**config.mk**
```make
export PLATFORM = sky130hd
export DESIGN_NAME = hazard_ctrl
export DESIGN_NICKNAME = d
export VERILOG_FILES = /design/src/rtl/hazard_pkg.sv /design/src/rtl/hazard_ctrl_sat_counter.sv /design/src/rtl/hazard_ctrl.sv
export SDC_FILE = /design/constraint.sdc
export NUM_CORES = 1
export LEC_CHECK = 0
export CAP_MARGIN = 10
export CORE_ASPECT_RATIO = 0.9
export CORE_MARGIN = 10
export CORE_UTILIZATION = 55
export CTS_BUF_LIST = sky130_fd_sc_hd__clkbuf_8
export DETAILED_ROUTE_END_ITERATION = 12
export GPL_TIMING_DRIVEN = 0
export PLACE_DENSITY = 0.95
export REMOVE_ABC_BUFFERS = 1
export SETUP_SLACK_MARGIN = 0.4
export SLEW_MARGIN = 10
export SYNTH_ARGS = -nofsm -noshare
export SYNTH_HDL_FRONTEND = slang
export SYNTH_HIERARCHICAL = 1
export SYNTH_SLANG_ARGS = --single-unit
```
**constraint.sdc**
```tcl
create_clock -name clk -period 7.6 [get_ports clk]
set_clock_uncertainty 0.15 [all_clocks]
set_input_delay 1.14 -clock clk [delete_from_list [all_inputs] [get_ports clk]]
set_output_delay 1.14 -clock clk [all_outputs]
set_load 0.1 [all_outputs]
```
**src/rtl/hazard_pkg.sv**
```systemverilog
// Shared encodings and constants for the pipeline hazard controller.
// Latency: n/a (declarations only).
// Backpressure: n/a.
package hazard_pkg;

  typedef enum logic [1:0] {
    RUN      = 2'd0,
    BR_FLUSH = 2'd1,
    FREEZE   = 2'd2
  } state_t;

  // Legal range of the per-branch flush length and the width of its down-counter.
  localparam int FLUSH_MIN = 1;
  localparam int FLUSH_MAX = 7;
  localparam int FCNT_W    = 3;

  // x0 is hardwired to zero, so a load targeting it never creates a hazard.
  localparam logic [4:0] X0_REG = 5'd0;

endpackage

```
**src/rtl/hazard_ctrl_sat_counter.sv**
```systemverilog
// Saturating event counter: counts inc pulses, sticks at all-ones.
// Latency: count updates on the edge following an inc.
// Backpressure: none; inc is sampled every cycle.
// Ports: clk, reset (async active-low), inc, count[W-1:0].
module sat_counter #(
  parameter int W = 16
) (
  input  logic         clk,
  input  logic         reset,
  input  logic         inc,
  output logic [W-1:0] count
);

  always_ff @(posedge clk or negedge reset) begin
    if (!reset) begin
      count <= '0;
    end else if (inc && (count != '1)) begin
      count <= count + W'(1);
    end
  end

endmodule

```
**src/rtl/hazard_ctrl.sv**
```systemverilog
// Pipeline hazard controller: load-use bubble, taken-branch squash, dmem freeze.
// Latency: control outputs are combinational (same cycle); state/counters update on clk.
// Backpressure: dmem_busy freezes everything and has priority over branch and load-use.
// Ports: IFID*/IDEX* hazard operands, branch_taken, dmem_busy in; PCWrite, IFIDWrite,
//        IFID_flush, IDEX_flush, freeze, stall_count, flush_count, state out.
module hazard_ctrl
  import hazard_pkg::*;
#(
  parameter int FLUSH_CYCLES = 1,
  parameter int CNT_W        = 16
) (
  input  logic             clk,
  input  logic             reset,
  input  logic [4:0]       IFIDrs1,
  input  logic [4:0]       IFIDrs2,
  input  logic             IFIDuses_rs2,
  input  logic [4:0]       IDEXrd,
  input  logic             IDEXMemRead,
  input  logic             branch_taken,
  input  logic             dmem_busy,
  output logic             PCWrite,
  output logic             IFIDWrite,
  output logic             IFID_flush,
  output logic             IDEX_flush,
  output logic             freeze,
  output logic [CNT_W-1:0] stall_count,
  output logic [CNT_W-1:0] flush_count,
  output logic [1:0]       state
);

  localparam logic [FCNT_W-1:0] FLUSH_INIT = FCNT_W'(FLUSH_CYCLES - 1);

  state_t            st, saved_st, eff_st;
  logic [FCNT_W-1:0] fcnt, saved_fcnt, eff_fcnt;
  logic              lu;
  logic              stall_inc, flush_inc;

  assign state = st;

  assign lu = IDEXMemRead && (IDEXrd != X0_REG) &&
              ((IDEXrd == IFIDrs1) || (IFIDuses_rs2 && (IDEXrd == IFIDrs2)));

  // Leaving FREEZE behaves as if the saved context were already live this cycle,
  // so a branch held in EX across the freeze is acted on when busy drops.
  always_comb begin
    eff_st   = st;
    eff_fcnt = fcnt;
    if (st == FREEZE) begin
      eff_st   = saved_st;
      eff_fcnt = saved_fcnt;
    end
  end

  always_comb begin
    PCWrite    = 1'b1;
    IFIDWrite  = 1'b1;
    IFID_flush = 1'b0;
    IDEX_flush = 1'b0;
    freeze     = 1'b0;
    stall_inc  = 1'b0;
    flush_inc  = 1'b0;
    if (!reset) begin
      PCWrite    = 1'b0;
      IFIDWrite  = 1'b0;
      IFID_flush = 1'b1;
      IDEX_flush = 1'b1;
    end else if (dmem_busy) begin
      PCWrite   = 1'b0;
      IFIDWrite = 1'b0;
      freeze    = 1'b1;
    end else begin
      case (eff_st)
        BR_FLUSH: begin
          // EX holds a bubble here, so branch_taken and lu are meaningless.
          IFID_flush = 1'b1;
          IDEX_flush = 1'b1;
        end
        RUN: begin
          if (branch_taken) begin
            IFID_flush = 1'b1;
            IDEX_flush = 1'b1;
            flush_inc  = 1'b1;
          end else if (lu) begin
            PCWrite    = 1'b0;
            IFIDWrite  = 1'b0;
            IDEX_flush = 1'b1;
            stall_inc  = 1'b1;
          end
        end
        default: ;
      endcase
    end
  end

  always_ff @(posedge clk or negedge reset) begin
    if (!reset) begin
      st         <= RUN;
      fcnt       <= '0;
      saved_st   <= RUN;
      saved_fcnt <= '0;
    end else if (dmem_busy) begin
      if (st != FREEZE) begin
        saved_st   <= (st == BR_FLUSH) ? BR_FLUSH : RUN;
        saved_fcnt <= fcnt;
        st         <= FREEZE;
      end
    end else begin
      case (eff_st)
        RUN: begin
          if (branch_taken && (FLUSH_CYCLES > 1)) begin
            st   <= BR_FLUSH;
            fcnt <= FLUSH_INIT;
          end else begin
            st   <= RUN;
            fcnt <= eff_fcnt;
          end
        end
        BR_FLUSH: begin
          if (eff_fcnt <= FCNT_W'(1)) begin
            st   <= RUN;
            fcnt <= '0;
          end else begin
            st   <= BR_FLUSH;
            fcnt <= eff_fcnt - FCNT_W'(1);
          end
        end
        default: begin
          st   <= RUN;
          fcnt <= '0;
        end
      endcase
    end
  end

  sat_counter #(.W(CNT_W)) u_stall_cnt (
    .clk   (clk),
    .reset (reset),
    .inc   (stall_inc),
    .count (stall_count)
  );

  sat_counter #(.W(CNT_W)) u_flush_cnt (
    .clk   (clk),
    .reset (reset),
    .inc   (flush_inc),
    .count (flush_count)
  );

endmodule

```
==> results of run 1 <==
[report_power, final]
| group | switching (uW) | internal (uW) |
|---|---|---|
| sequential | 31.4 | 243 |
| combinational | 165 | 76.3 |
| clock | 78.9 | 131 |
[state kept, by name, indices dropped and copies added, names as in the netlist]
signal             cells
fcnt                   3
u_stall_cnt/count     16
saved_st               1
saved_fcnt             3
u_flush_cnt/count     16
state                  2
[critical path: stages]
cell and delay [ns]:
clkdlybuf4s50_1 0.47, xor2_1 0.19, nor4_1 0.27, a32oi_1 0.20, o31ai_1 0.33, clkdlybuf4s50_1 1.20
[logic make-up after synthesis]
| family | after synthesis | share of synthesized area |
|---|---|---|
| compound gates | 46 | 0.147 |
| simple gates | 85 | 0.268 |
| flops | 41 | 0.425 |
| fa+ha+maj | 4 | 0.0207 |
| buf+inv | 6 | 0.0109 |
| mux | 8 | 0.0383 |
| xor+xnor | 25 | 0.0907 |
[stage by stage]
stage	util	hold slack, ns	cell area (um2)
after CTS	0.773	0.364	3210
after global placement	0.738	0.341	3070
after detailed placement	0.741	0.345	3080
final	0.773	0.364	3210
after floorplan	-	0.330	2400
after global routing	0.773	0.405	3210
[placed cells by master (no fill, tap or decap), types with 3 or more instances in the layout]
cell	count
xor2_1	13
nand3_1	10
dfrtp_1	41
clkdlybuf4s50_1	58
o21a_1	11
o31ai_1	3
inv_1	3
ha_1	4
nor4_4	4
a32oi_1	3
clkbuf_8	5
a21oi_1	6
nand4_1	16
a31oi_1	6
and3_1	4
a21o_2	3
nor2_1	9
nor3_1	3
nand2_1	9
mux2_2	4
xnor2_1	12
[routing by layer]
| metal | GRT usage | vias up | part of all wire |
|---|---|---|---|
| li1 | - | 961 | - |
| met1 | 0.184 | 980 | 0.40 |
| met2 | 0.281 | 63 | 0.53 |
| met3 | 0.0522 | 7 | 0.066 |
| met4 | 0.0467 | 0 | 0.0090 |
| met5 | 0 | - | 0 |
[worst paths after layout]
kind                                          to  slack (ns)          start  depth (start not counted)
hold / removal                     saved_fcnt[2]        0.36  saved_fcnt[2]                          1
setup / recovery                      IDEX_flush        2.51      IDEXrd[3]                          6
hold reg to reg                    saved_fcnt[2]        0.36  saved_fcnt[2]                          1
max in group asynchronous  u_stall_cnt/count[10]        6.21          reset                          2
setup reg to reg           u_stall_cnt/count[10]        4.57       state[0]                          7
min in group asynchronous            saved_st[0]        0.61          reset                          1
[final cells by class]
type | instances | area share
Clock buffer | 5 | 0.0214
Clock inverter | 3 | 0.0202
Inverter | 3 | 0.00350
Multi-Input combinational cell | 168 | 0.424
Sequential cell | 41 | 0.319
Tap cell | 60 | 0.0234
Timing Repair Buffer | 60 | 0.188
==> metrics.cfg, run 1 <==
[pwr]
max-vdd-ir-drop_mv=0.138
leakagePower_uw=0.00137
powerDensity_nw_per_um2=226
total_power_uw=725

[placed_design]
place_ws_ns=2.51
place_hpwl_mm=4.66
gp_congestion=0.822
dp.cells=332
portBuffers=59

[clock_network]
clk_path_buf_depth=2
cts_resized=0
cts_buffers=5
cts_tree=yes
clock_sinks=41
ctsHoldBuffers=0
htree_levels=2
clk_latency_ns=0.30
cts_setup_buffers=0
clk_pin_slew_ns=0.08
cts-root-buf=clkbuf_8

[finish]
layout-drive-gt1-share=0.146
final-seq-area_um2=1030
multi_input_area_um2=1360
antennaDiodeCount=0
final_cells=340
area_delta_synth_final_pct=33.1
layout.nets=304
fill_cells=251

[logic_synthesis]
ys_ff_latch=41
synth_top_area_share=0.425
syn_area_per_cell_um2=11.2
yosys_warnings=6
ys_top_cells_by_area=dfrtp_1 42%, xor2_1 4.7%, xnor2_1 4.4%
ys.flop_type=dfrtp_1
synth_cell_type_count=53
yosys-top-cells-count=41 x dfrtp_1, 16 x nand4_1, 13 x xor2_1
synth_area_leader_cell=dfrtp_1
yosysMostFrequentCell=dfrtp_1
synth_async_sr_flop_share=1.00
seq_area_frac_synth=0.425
synthCells=215
netlist_area_um2=2410
synth_enable_flop_cells=0

[floorplanning]
dieArea_um2=7440
dieWidth_um=89.8
die_h_um=82.9
placementRows=22
io_pins=60
start_util=0.581
core-area_um2=4160

[sta]
final.setup.tns_ns=0
setup_slack_ns=2.51
fin_crit_ns=5.09
relSlewSlack=0.180
tightest_slew_ns=1.21
setup_violations=0
max_freq_ghz=0.197
grt_setup_unrepaired=false
report.final.slew_viol_count=0
finalHoldViolations=0
finalCritPeriodShare=0.670

[setup_path]
cp.required_ns=6.31
path_max_fanout=3
crit_path_start_kind=primary input
crit_type=primary input to output port
cp.arrival_ns=3.80
cp-end-kind=output port

[global_routing]
grt_max_degree=29
antenna_found_initial=0
grt_pass1_wl_mm=10.1
gr-total-overflow=0
grt_use_total=0.162
grt_pass1_vias=2014

[outcome]
outcome=complete, no violations

[detailed_routing]
drt_first_pass_iters=4
num_vias=2011
vias_per_cell=5.91
detail-route-antenna-nets=0
drc_errors=0
initialDrtViolationCount=113
finalWirelength_mm=6.14
wire_per_inst_um=18.1

[job]
maxCapViolCount=0

[worst_hold_path]
hold_class=flop to flop

Power figures use the tool's default switching activity.
==> inputs of run 2 (changes only) <==
Settings changed: CORE_UTILIZATION 55 to 51, PLACE_DENSITY 0.95 to 0.94.
Clock period 7.6 ns to 5.25 ns, I/O delays scaled along.
==> metrics.cfg, run 2 (same netlist as run 1, synthesis figures left out) <==
[outcome]
outcome=complete, no violations  ; unchanged

[pwr]
max-vdd-ir-drop_mv=0.281  ; was 0.138 mV
leakagePower_uw=0.00135  ; was 0.00137 uW
total_power_uw=953  ; was 725 uW
powerDensity_nw_per_um2=300  ; was 226 nW/um2

[detailed_routing]
wire_per_inst_um=18.0  ; was 18.1 um
initialDrtViolationCount=104  ; was 113
finalWirelength_mm=6.14  ; about the same
vias_per_cell=5.91  ; about the same
drc_errors=0  ; unchanged
detail-route-antenna-nets=0  ; unchanged
drt_first_pass_iters=4  ; unchanged
num_vias=2020  ; was 2,011

[placed_design]
place_hpwl_mm=4.78  ; was 4.66 mm
portBuffers=59  ; unchanged
dp.cells=334  ; was 332
gp_congestion=0.851  ; was 0.822

[floorplanning]
dieArea_um2=7890  ; was 7440 um2
io_pins=60  ; unchanged
core-area_um2=4520  ; was 4160 um2
die_h_um=85.3  ; was 82.9 um
placementRows=23  ; was 22
start_util=0.534  ; was 0.581
dieWidth_um=92.5  ; was 89.8 um

[finish]
area_delta_synth_final_pct=31.6  ; was 33.1%
layout-drive-gt1-share=0.146  ; unchanged
mostFrequentLayoutCells=58 x clkdlybuf4s50_1, 41 x dfrtp_1, 16 x nand4_1  ; unchanged
top_regs=u_flush_cnt/count (16), u_stall_cnt/count (16)  ; unchanged
final_common_cell=clkdlybuf4s50_1  ; unchanged
final_cells=342  ; was 340
layout.nets=304  ; unchanged
antennaDiodeCount=0  ; unchanged

[setup_path]
path_max_fanout=3  ; unchanged
crit_type=primary input to output port  ; unchanged
crit_path_start_kind=primary input  ; unchanged
crit_path_start=IDEXrd[1]  ; was IDEXrd[3]
cp-end-kind=output port  ; unchanged
cp.arrival_ns=3.48  ; was 3.80 ns
cp.required_ns=4.31  ; was 6.31 ns
r2r-start=state[0]  ; unchanged

[sta]
fin_crit_ns=4.42
relSlewSlack=0.154  ; was 0.180
setup_violations=0  ; unchanged
tightest_slew_ns=1.25  ; was 1.21 ns
max_freq_ghz=0.226
finalHoldViolations=0  ; unchanged
report.final.slew_viol_count=0  ; unchanged
finalCritPeriodShare=0.841
grt_setup_unrepaired=false  ; unchanged

[clock_network]
htree_levels=2  ; unchanged
ctsHoldBuffers=0  ; unchanged
clk_pin_slew_ns=0.09  ; was 0.08 ns
cts_tree=yes  ; unchanged
cts_buffers=5  ; unchanged
clk_path_buf_depth=2  ; unchanged
clock_sinks=41  ; unchanged
cts_resized=0  ; unchanged
clk_latency_ns=0.30  ; about the same
cts_setup_buffers=0  ; unchanged
cts-root-buf=clkbuf_8  ; unchanged

[global_routing]
grt_pass1_wl_mm=10.3  ; was 10.1 mm
antenna_found_initial=0  ; unchanged
gr-total-overflow=0  ; unchanged
grt_pass1_vias=2033  ; was 2,014
grt_max_degree=24  ; was 29
grt_use_total=0.157  ; was 0.162

[worst_hold_path]
hold_class=primary input to asynchronous set/reset pin  ; was flop to flop

[job]
maxCapViolCount=0  ; unchanged

## run 2: final cells by class
| type | count | area, um2 |
|---|---|---|
| inverter | 3 | 11.3 |
| fill | 345 | 1340 |
| clock buffer | 5 | 68.8 |
| multi-input combinational | 168 | 1360 |
| sequential | 41 | 1030 |
| timing repair buffer | 60 | 613 |
| clock inverter | 3 | 17.5 |
| tap | 62 | 77.6 |
## run 2: per-stage QoR
stage	setup slack (ns)	setup TNS (ns)	hold slack, ns	instance area (um2)	util
floorplan	0.676	0	0.330	2400	-
global placement	-0.0133	-0.0189	0.338	3070	0.679
detailed placement	0.854	0	0.367	3090	0.684
CTS	0.848	0	0.320	3180	0.703
global route	0.800	0	0.331	3180	0.703
finish	0.835	0	0.309	3180	0.703
## run 2: where the power goes
group	total [uW]	internal [uW]	switching (uW)
Clock	207	91.9	115
Sequential	398	351	46.7
Combinational	348	111	237
## run 2: path summary, 6_finish.rpt
check	endpoint	slack, ns	cells past startpoint
max in group asynchronous	u_stall_cnt/count[5]	4.15	2
worst max register to register	u_stall_cnt/count[14]	2.16	7
min in group clk	saved_st[0]	0.39	1
worst min register to register	saved_st[0]	0.39	1
worst min-delay path	u_flush_cnt/count[3]	0.31	1
worst max-delay path	IFIDWrite	0.83	6
## run 2: critical path: stages
cell and delay [ns]:
clkdlybuf4s50_1 0.47, or4_1 0.56, o21ai_1 0.23, or3_1 0.15, o21ba_2 0.14, clkdlybuf4s50_1 1.14
## run 2: layer usage
metal,wire [um],up-vias,share of wire,GRT usage
met4,78,0,0.013,0.0462
met2,3140,51,0.51,0.269
met1,2580,997,0.42,0.186
met5,0,-,0,0
li1,-,963,-,-
met3,343,9,0.056,0.0467
==> inputs of run 3 (changes only) <==
Clock period 5.25 ns to 4.45 ns, I/O delays scaled along.
==> metrics.cfg, run 3 (same netlist as run 1, synthesis figures left out) <==
[outcome]
outcome=complete, no violations  ; unchanged

[placed_design]
place_area_um2=3090  ; unchanged
place_hpwl_mm=4.78  ; unchanged
dp.cells=334  ; unchanged
place_ws_ns=0.294  ; was 0.854 ns
portBuffers=59  ; unchanged
gp_congestion=0.851  ; unchanged

[clock_network]
cts_buffers=5  ; unchanged
clk_latency_ns=0.30  ; about the same
clock_sinks=41  ; unchanged
cts-root-buf=clkbuf_8  ; unchanged
clk_path_buf_depth=2  ; unchanged
clk_pin_slew_ns=0.09  ; about the same
ctsHoldBuffers=0  ; unchanged
htree_levels=2  ; unchanged
cts_tree=yes  ; unchanged
cts_setup_buffers=0  ; unchanged
cts_resized=3  ; was 0

[global_routing]
grt_max_degree=24  ; unchanged
grt_use_total=0.157  ; unchanged
grt_pass1_wl_mm=10.3  ; unchanged
grt_pass1_vias=2033  ; unchanged
use_met3=0.0467  ; unchanged
use_met2=0.269  ; unchanged
top_usage_layer=met2  ; unchanged
gr-usage-met1=0.186  ; unchanged
antenna_found_initial=0  ; unchanged
gr-total-overflow=0  ; unchanged

[finish]
mostFrequentLayoutCells=55 x clkdlybuf4s50_1, 41 x dfrtp_1, 16 x nand4_1  ; was 58 x clkdlybuf4s50_1, 41 x dfrtp_1, 16 x nand4_1
layout-drive-gt1-share=0.146  ; unchanged
final_area_um2=3170  ; was 3180 um2
top_regs=u_flush_cnt/count (16), u_stall_cnt/count (16)  ; unchanged
final_common_cell=clkdlybuf4s50_1  ; unchanged
antennaDiodeCount=0  ; unchanged
fill_cells=347  ; was 345
layout.nets=304  ; unchanged
final_cells=342  ; unchanged
area_delta_synth_final_pct=31.4  ; was 31.6%

[floorplanning]
start_util=0.534  ; unchanged
io_pins=60  ; unchanged
die_h_um=85.3  ; unchanged
dieWidth_um=92.5  ; unchanged
dieArea_um2=7890  ; unchanged
core-area_um2=4520  ; unchanged
placementRows=23  ; unchanged

[detailed_routing]
vias_per_cell=5.92  ; was 5.91
finalWirelength_mm=6.13  ; was 6.14 mm
wire_per_inst_um=17.9  ; was 18.0 um
initialDrtViolationCount=104  ; unchanged
drt_first_pass_iters=4  ; unchanged
drc_errors=0  ; unchanged
num_vias=2025  ; was 2,020
detail-route-antenna-nets=0  ; unchanged

[worst_hold_path]
hold_class=primary input to asynchronous set/reset pin  ; unchanged

[sta]
setup_slack_ns=0.562  ; was 0.835 ns
report.final.slew_viol_count=0  ; unchanged
finalCritPeriodShare=0.874
fin_crit_ns=3.89
relSlewSlack=0.154  ; about the same
tightest_slew_ns=1.25  ; about the same
setup_violations=0  ; unchanged
grt_setup_unrepaired=false  ; unchanged
max_freq_ghz=0.257
finalHoldViolations=0  ; unchanged

[pwr]
power_frac_seq=0.418  ; about the same
leakagePower_uw=0.00136  ; was 0.00135 uW
max-vdd-ir-drop_mv=0.331  ; was 0.281 mV
total_power_uw=1120  ; was 953 uW
p_int_uw=653  ; was 554 uW
powerDensity_nw_per_um2=354  ; was 300 nW/um2
clockPowerShare=0.217  ; about the same
p_sw_uw=470  ; was 399 uW
p_comb_frac=0.365  ; about the same
p_sw_frac=0.419  ; about the same

[setup_path]
path_max_fanout=3  ; unchanged
crit_path_start_kind=primary input  ; unchanged
worstPathCellList=clkdlybuf4s50_1 -> or4_1 -> o21ai_1 -> or3_1 -> o21ba_2 -> dlygate4sd2_1  ; was clkdlybuf4s50_1 -> or4_1 -> o21ai_1 -> or3_1 -> o21ba_2 -> clkdlybuf4s50_1
cp-end-kind=output port  ; unchanged
critical_path.max_stage_delay_ns=0.86  ; was 1.14 ns
cp_slowest_cell=dlygate4sd2_1  ; was clkdlybuf4s50_1
crit_type=primary input to output port  ; unchanged
cp.required_ns=3.63  ; was 4.31 ns
cp.arrival_ns=3.07  ; was 3.48 ns

[job]
maxCapViolCount=0  ; unchanged

[run 3: cell type report]
type / instances / area (um2) / area share
Clock buffer: 5 / 68.8 / 0.0217
Clock inverter: 3 / 17.5 / 0.00552
Inverter: 3 / 11.3 / 0.00355
Multi-Input combinational cell: 168 / 1360 / 0.429
Sequential cell: 41 / 1030 / 0.323
Tap cell: 62 / 77.6 / 0.0244
Timing Repair Buffer: 60 / 609 / 0.192
[run 3: stage by stage]
stage	hold WS (ns)	TNS [ns]	utilization
global placement	0.338	-6.44	0.679
detailed placement	0.367	0	0.684
floorplan	0.222	0	-
global route	0.211	0	0.702
CTS	0.200	0	0.702
finish	0.189	0	0.702
[run 3: worst paths after layout]
path                        startpoint                     to  slack [ns]  cells past startpoint
min in group clk           saved_st[0]            saved_st[0]        0.39                      1
min                              reset   u_flush_cnt/count[3]        0.19                      1
max in group asynchronous        reset   u_stall_cnt/count[5]        3.47                      2
max                          IDEXrd[1]              IFIDWrite        0.56                      6
max reg2reg                   state[0]  u_stall_cnt/count[14]        1.36                      7
min reg2reg                saved_st[0]            saved_st[0]        0.39                      1
[run 3: power by group through the flow]
stage                     Clock, uW  Sequential, uW  Combinational, uW
after global routing            270             478                431
after floorplan                   0             623                139
after CTS                       251             469                410
final                           244             470                410
after detailed placement          0             477                410
after global placement            0             472                396
[run 3: worst max-delay path: cells and delay by family]
| family | cells | cell delay (ns) |
|---|---|---|
| buffers and inverters | 2 | 1.33 |
| AND/OR/NAND/NOR | 2 | 0.71 |
| AO/OA/AOI/OAI | 2 | 0.36 |
[run 3: routing by layer]
layer  wire [um]  vias up
met1        2560      998
met4          78        0
met2        3140       55
met3         354        9
met5           0        -
li1            -      963
